File: src/rtl/bram_stream_reader_pkg.sv
// Shared types for the BRAM stream reader: FSM state encoding and the
// read-latency legality check.
package bram_stream_reader_pkg;

  typedef enum logic [1:0] {
    ST_IDLE  = 2'd0,
    ST_RUN   = 2'd1,
    ST_DRAIN = 2'd2,
    ST_DONE  = 2'd3
  } state_e;

  // Only RAMs with or without the optional output register are supported.
  function automatic bit read_latency_ok(input int lat);
    return (lat == 32'sd1) || (lat == 32'sd2);
  endfunction

endpackage

File: src/rtl/bram_stream_reader_skid_fifo.sv
// Register-based skid FIFO (width, depth) with push/pop/count, plus a
// simulation checker that flags a push into a full FIFO without a pop.
module skid_fifo #(
  parameter int  WIDTH = 32,
  parameter int  DEPTH = 2,
  localparam int CW    = $clog2(DEPTH + 32'sd1),
  localparam int PW    = (DEPTH > 32'sd1) ? $clog2(DEPTH) : 32'sd1
) (
  input  logic             clk,
  input  logic             rst_n,
  input  logic             push,
  input  logic [WIDTH-1:0] push_data,
  input  logic             pop,
  output logic [WIDTH-1:0] head_data,
  output logic [CW-1:0]    count,
  output logic             empty
);

  logic [WIDTH-1:0] mem_r [DEPTH];
  logic [PW-1:0]    rd_ptr_r;
  logic [PW-1:0]    wr_ptr_r;
  logic [CW-1:0]    count_r;
  logic             full_s;
  logic             push_ok_s;
  logic             pop_ok_s;

  // Pointers wrap explicitly because DEPTH is usually not a power of two.
  function automatic logic [PW-1:0] ptr_inc(input logic [PW-1:0] p);
    if (p == PW'(DEPTH - 32'sd1)) begin
      return {PW{1'b0}};
    end else begin
      return p + PW'(1'b1);
    end
  endfunction

  // Flag decode and head/count presentation.
  always_comb begin
    full_s    = (count_r == CW'(DEPTH));
    empty     = (count_r == {CW{1'b0}});
    pop_ok_s  = pop && !empty;
    push_ok_s = push && (!full_s || pop_ok_s);
    head_data = mem_r[rd_ptr_r];
    count     = count_r;
  end

  // Storage, pointers and occupancy count.
  always_ff @(posedge clk) begin
    if (!rst_n) begin
      for (int i = 0; i < DEPTH; i++) begin
        mem_r[i] <= {WIDTH{1'b0}};
      end
      rd_ptr_r <= {PW{1'b0}};
      wr_ptr_r <= {PW{1'b0}};
      count_r  <= {CW{1'b0}};
    end else begin
      if (push_ok_s) begin
        mem_r[wr_ptr_r] <= push_data;
        wr_ptr_r        <= ptr_inc(wr_ptr_r);
      end
      if (pop_ok_s) begin
        rd_ptr_r <= ptr_inc(rd_ptr_r);
      end
      case ({push_ok_s, pop_ok_s})
        2'b10:   count_r <= count_r + CW'(1'b1);
        2'b01:   count_r <= count_r - CW'(1'b1);
        default: count_r <= count_r;
      endcase
    end
  end

  skid_fifo_chk u_chk (
    .clk   (clk),
    .rst_n (rst_n),
    .push  (push),
    .pop   (pop_ok_s),
    .full  (full_s)
  );

endmodule

module skid_fifo_chk (
  input logic clk,
  input logic rst_n,
  input logic push,
  input logic pop,
  input logic full
);

  // A push into a full FIFO is only legal alongside a pop.
  always @(posedge clk) begin
    if (rst_n) begin
      a_no_overflow: assert (!(push && full && !pop));
    end
  end

endmodule

File: src/rtl/bram_stream_reader.sv
// Sequential BRAM read engine streaming a contiguous address range as
// valid/ready words. Optional o_last port: BRAM_STREAM_READER_LAST_EN.
module bram_stream_reader
  import bram_stream_reader_pkg::*;
#(
  parameter int  DATA_WIDTH   = 32,
  parameter int  DEPTH        = 65536,
  parameter int  READ_LATENCY = 1,
  localparam int AW           = $clog2(DEPTH)
) (
  input  logic                  clk,
  input  logic                  rst_n,
  input  logic                  start,
  input  logic [AW-1:0]         base_addr,
  input  logic [AW:0]           length,
  output logic                  busy,
  output logic                  done,
  output logic                  ram_rd_en,
  output logic [AW-1:0]         ram_rd_addr,
  input  logic [DATA_WIDTH-1:0] ram_rd_data,
  output logic [DATA_WIDTH-1:0] o_data,
  output logic                  o_valid,
  input  logic                  o_ready
`ifdef BRAM_STREAM_READER_LAST_EN
  ,
  output logic                  o_last
`endif
);

  localparam int FIFO_DEPTH = READ_LATENCY + 32'sd1;
  localparam int CW         = $clog2(FIFO_DEPTH + 32'sd1);
  localparam int OW         = 4;
`ifdef BRAM_STREAM_READER_LAST_EN
  localparam int FW         = DATA_WIDTH + 32'sd1;
`else
  localparam int FW         = DATA_WIDTH;
`endif

  state_e                  state_r;
  state_e                  state_s;
  logic [AW-1:0]           addr_r;
  logic [AW:0]             remain_r;
  logic [READ_LATENCY-1:0] inflight_r;
  logic                    issue_s;
  logic                    last_issue_s;
  logic                    pop_s;
  logic                    push_s;
  logic [OW-1:0]           inflight_cnt_s;
  logic [OW-1:0]           occ_s;
  logic [OW-1:0]           occ_after_pop_s;
  logic [CW-1:0]           fifo_cnt_s;
  logic                    fifo_empty_s;
  logic [FW-1:0]           push_word_s;
  logic [FW-1:0]           head_word_s;

  function automatic logic [AW-1:0] addr_inc(input logic [AW-1:0] a);
    if (a == AW'(DEPTH - 32'sd1)) begin
      return {AW{1'b0}};
    end else begin
      return a + AW'(1'b1);
    end
  endfunction

  // Occupancy and issue decision; occupancy counts words already promised a FIFO slot.
  always_comb begin
    inflight_cnt_s = {OW{1'b0}};
    for (int i = 0; i < READ_LATENCY; i++) begin
      inflight_cnt_s = inflight_cnt_s + OW'(inflight_r[i]);
    end
    pop_s           = !fifo_empty_s && o_ready;
    occ_s           = inflight_cnt_s + OW'(fifo_cnt_s);
    occ_after_pop_s = occ_s - OW'(pop_s);
    issue_s         = (state_r == ST_RUN) && (occ_after_pop_s < OW'(FIFO_DEPTH));
    last_issue_s    = issue_s && (remain_r == (AW+1)'(1'b1));
    push_s          = inflight_r[READ_LATENCY-1];
  end

  // FSM state register.
  always_ff @(posedge clk) begin
    if (!rst_n) begin
      state_r <= ST_IDLE;
    end else begin
      state_r <= state_s;
    end
  end

  // FSM next-state logic.
  always_comb begin
    state_s = state_r;
    case (state_r)
      ST_IDLE: begin
        if (start) begin
          if (length == {(AW+1){1'b0}}) begin
            state_s = ST_DONE;
          end else begin
            state_s = ST_RUN;
          end
        end else begin
          state_s = ST_IDLE;
        end
      end
      ST_RUN: begin
        if (last_issue_s) begin
          state_s = ST_DRAIN;
        end else begin
          state_s = ST_RUN;
        end
      end
      ST_DRAIN: begin
        if (occ_after_pop_s == {OW{1'b0}}) begin
          state_s = ST_DONE;
        end else begin
          state_s = ST_DRAIN;
        end
      end
      ST_DONE: state_s = ST_IDLE;
      default: state_s = ST_IDLE;
    endcase
  end

  // FSM and stream outputs.
  always_comb begin
    busy        = (state_r == ST_RUN) || (state_r == ST_DRAIN);
    done        = (state_r == ST_DONE);
    ram_rd_en   = issue_s;
    ram_rd_addr = addr_r;
    o_valid     = !fifo_empty_s;
    o_data      = head_word_s[DATA_WIDTH-1:0];
`ifdef BRAM_STREAM_READER_LAST_EN
    o_last      = head_word_s[DATA_WIDTH];
`endif
  end

  // Address/remaining counters and the issue-flag delay line matching RAM latency.
  always_ff @(posedge clk) begin
    if (!rst_n) begin
      addr_r     <= {AW{1'b0}};
      remain_r   <= {(AW+1){1'b0}};
      inflight_r <= {READ_LATENCY{1'b0}};
    end else begin
      if ((state_r == ST_IDLE) && start) begin
        addr_r   <= base_addr;
        remain_r <= length;
      end else if (issue_s) begin
        addr_r   <= addr_inc(addr_r);
        remain_r <= remain_r - (AW+1)'(1'b1);
      end
      inflight_r <= READ_LATENCY'({inflight_r, issue_s});
    end
  end

`ifdef BRAM_STREAM_READER_LAST_EN
  logic [READ_LATENCY-1:0] last_pipe_r;

  // Last-word marker delayed alongside the issue flag so it lands with its data.
  always_ff @(posedge clk) begin
    if (!rst_n) begin
      last_pipe_r <= {READ_LATENCY{1'b0}};
    end else begin
      last_pipe_r <= READ_LATENCY'({last_pipe_r, last_issue_s});
    end
  end

  // FIFO word carries the last marker above the data.
  always_comb begin
    push_word_s = {last_pipe_r[READ_LATENCY-1], ram_rd_data};
  end
`else
  // FIFO word is the raw RAM data.
  always_comb begin
    push_word_s = ram_rd_data;
  end
`endif

  skid_fifo #(
    .WIDTH (FW),
    .DEPTH (FIFO_DEPTH)
  ) u_skid (
    .clk       (clk),
    .rst_n     (rst_n),
    .push      (push_s),
    .push_data (push_word_s),
    .pop       (pop_s),
    .head_data (head_word_s),
    .count     (fifo_cnt_s),
    .empty     (fifo_empty_s)
  );

  bram_stream_reader_chk #(
    .READ_LATENCY (READ_LATENCY)
  ) u_chk (
    .clk (clk)
  );

endmodule

module bram_stream_reader_chk
  import bram_stream_reader_pkg::*;
#(
  parameter int READ_LATENCY = 1
) (
  input logic clk
);

  // RAM latency must be one of the supported build options.
  always @(posedge clk) begin
    a_latency_legal: assert (read_latency_ok(READ_LATENCY));
  end

endmodule
File: config.mk
export PLATFORM = sky130hd
export DESIGN_NAME = bram_stream_reader
export DESIGN_NICKNAME = d
export VERILOG_FILES = /design/src/rtl/bram_stream_reader_pkg.sv /design/src/rtl/bram_stream_reader_skid_fifo.sv /design/src/rtl/bram_stream_reader.sv
export SDC_FILE = /design/constraint.sdc
export NUM_CORES = 1
export LEC_CHECK = 0
export CAP_MARGIN = 20
export CELL_PAD_IN_SITES_DETAIL_PLACEMENT = 0
export CELL_PAD_IN_SITES_GLOBAL_PLACEMENT = 1
export CORE_MARGIN = 3
export CORE_UTILIZATION = 42
export DETAILED_ROUTE_END_ITERATION = 6
export GPL_ROUTABILITY_DRIVEN = 0
export PLACE_DENSITY = 0.88
export SETUP_SLACK_MARGIN = 0.1
export SLEW_MARGIN = 30
export SYNTH_ARGS = -nofsm -noshare
export SYNTH_HDL_FRONTEND = slang
export SYNTH_SLANG_ARGS = --single-unit
File: constraint.sdc
create_clock -name clk -period 7.9 [get_ports clk]
set_clock_uncertainty 0.05 [all_clocks]
set_input_delay 1.58 -clock clk [delete_from_list [all_inputs] [get_ports clk]]
set_output_delay 1.58 -clock clk [all_outputs]
set_load 0.02 [all_outputs]
==> results.json <==
{
  "status": "finished clean",
  "num_io_pins": 121,
  "antenna_cells": 0,
  "grt_overflow": 0,
  "cts_tree": "yes",
  "slew_viol_final": 0,
  "die_x_um": 117.0,
  "grt_pass1_vias": 3933,
  "wire_per_inst_um": 16.63,
  "track_usage_pct": 17.68,
  "placed_area_um2": 6523,
  "worst_pin_slew_ns": 0.8465,
  "cts_resized": 0,
  "antenna_found_initial": 0,
  "drtAntennaViolNets": 0,
  "clock_latency_ns": 0.34,
  "dr_total_vias": 4040,
  "ctsHoldBuffers": 0,
  "clock-sinks": 105,
  "rr_endpoint": "remain_r[12]",
  "ys_async_sr_fraction_pct": 0,
  "clockBufferDepth": 2,
  "grt_max_degree": 55,
  "whs_endpoint": "remain_r[11]",
  "timing.final.crit_period_ns": 6.698,
  "die_h_um": 117.0,
  "p_leak_nw": 2.461,
  "power_density_nw_per_um2": 196.1,
  "synthCells": 473,
  "start_kind": "primary input",
  "grt_pass1_wl_um": 19000,
  "areaGrowthSynthToFinish_pct": 31.85,
  "r2r_start": "u_skid.count[1]",
  "fp-row-count": 39,
  "dieArea_um2": 13700,
  "drtIter0Drc": 261,
  "fmax_ghz": 0.1493,
  "dp_hpwl_um": 8423,
  "fill_cells": 1003,
  "worstPathArrival_ns": 5.07,
  "fin_tns_setup_ns": 0,
  "first_pass_iters": 5,
  "whs_path_depth": 2,
  "synth-edff-count": 64,
  "slew_headroom_pct": 43.37,
  "ir_worst_vdd_mv": 0.08911,
  "rsz0062_at_grt": "no",
  "core_area_um2": 11710,
  "crit_type": "in -> out",
  "ys.flop_type": "edfxtp_1",
  "cts_buffers": 9,
  "final_common_cell": "clkdlybuf4s50_1",
  "min_from": "remain_r[11]",
  "ff2ff_setup_slack_ns": 3.97,
  "start_util_pct": 44.21,
  "yosysWarnings": 0,
  "period_share_pct": 84.78,
  "rr_worst_depth": 13,
  "ys_seq_elements": 105,
  "syn_avg_cell_area_um2": 10.95,
  "end_kind": "output port",
  "hold_violations": 0,
  "nets": 666,
  "cts.clk_slew.worst_paths_ns": 0.07,
  "drive_gt1_share_pct": 11.53,
  "ys_seq_area_share_pct": 52.97,
  "drv_cap": 0,
  "cts_setup_buffers": 0,
  "vias_per_cell": 5.512,
  "cts_root_buffer": "clkbuf_16",
  "postLayoutCellArea_um2": 6827,
  "min_path_type": "reg -> reg",
  "port_buffers": 120,
  "postSynthNetCount": 554,
  "h-tree-depth": 3,
  "drc": 0,
  "crit_required_ns": 6.27,
  "crit_fanout": 8,
  "final_cell_mix": "clkdlybuf4s50_1 (120), and2_1 (66), edfxtp_1 (64)",
  "synth_area_um2": 5177,
  "ys_types": 49,
  "routed_wirelength_um": 12190,
  "setup_viol": 0
}
## sequential cells by signal, summed over array words and instances (netlist names), named ones only
| signal | cells |
|---|---|
| state_r | 2 |
| u_skid.wr_ptr_r | 1 |
| u_skid.count | 2 |
| u_skid.rd_ptr_r | 1 |
| ram_rd_addr | 16 |
| inflight_r | 1 |
| u_skid.mem_r | 64 |
| remain_r | 17 |
## area by class of cell
cell class                 count  area (um^2)  area share [%]
tap                          143        178.9           2.621
timing repair buffer         125         1259           18.44
clock buffer                  10        229.0           3.354
sequential                   105         2743           40.18
clock inverter                 6        75.07           1.100
inverter                      14        52.55          0.7698
multi-input combinational    330         2290           33.54
## worst max-delay path by stage
stage,startpoint,to,slack (ns),cells past startpoint
floorplan,o_ready,ram_rd_en,2.59,10
global placement,o_ready,ram_rd_en,1.34,12
detailed placement,o_ready,ram_rd_en,1.23,12
CTS,o_ready,ram_rd_en,1.21,12
global route,o_ready,ram_rd_en,0.89,12
finish,o_ready,ram_rd_en,1.20,12
## per-layer routing
| metal | part of all wire [%] | track usage (%) |
|---|---|---|
| met2 | 49 | 30.72 |
| met1 | 43 | 22.26 |
| met5 | 0 | 0 |
| met3 | 7.0 | 4.165 |
| met4 | 0.91 | 4.511 |
## kinds of logic after synthesis
kind of cell | count (synthesis) | synth area share, %
compound gates | 86 | 9.691
xor+xnor | 24 | 4.060
fa+ha+maj | 12 | 3.045
buf+inv | 38 | 3.141
flops | 105 | 52.97
mux | 33 | 7.153
simple gates | 175 | 19.94
## where the power goes
part           total [mW]  switching [mW]  internal (mW)  leakage (nW)
Sequential          0.640          0.0243          0.616          1.00
Combinational       0.241           0.121          0.120          1.31
Clock               0.457           0.207          0.251         0.145
## through the flow
stage,setup WS (ns),power [mW],instances,utilization [%],hold WS (ns)
after floorplan,2.591,0.7817,473,-,0.4142
after global placement,1.340,0.8863,716,55.45,0.4306
after detailed placement,1.234,0.8929,717,55.69,0.4441
after CTS,1.206,1.351,733,58.29,0.4578
after global routing,0.8852,1.391,733,58.29,0.4859
final,1.202,1.338,733,58.29,0.4564
## synthesized netlist by cell type (13+ instances only)
| library cell | instances | area share (%) |
|---|---|---|
| clkbuf_1 | 15 | 1.1 |
| edfxtp_1 | 64 | 37 |
| inv_1 | 14 | 1.0 |
| mux2_2 | 32 | 7.0 |
| nand2_1 | 17 | 1.2 |
| xnor2_1 | 13 | 2.2 |
| dfxtp_1 | 41 | 16 |
| o21ai_0 | 35 | 3.4 |
| and2_1 | 66 | 8.0 |
| nand3_1 | 17 | 1.6 |
| a21oi_1 | 20 | 1.9 |
## critical path: stages
cell and delay (ns):
clkdlybuf4s50_1 0.51, and2_1 0.20, ha_1 0.24, inv_1 0.05
ha_1 0.15, inv_1 0.06, fa_1 0.40, or2_2 0.31
o21ai_1 0.40, nand2_1 0.32, inv_1 0.21, clkdlybuf4s50_1 0.63
No activity file was read; power rests on OpenSTA's default activity.
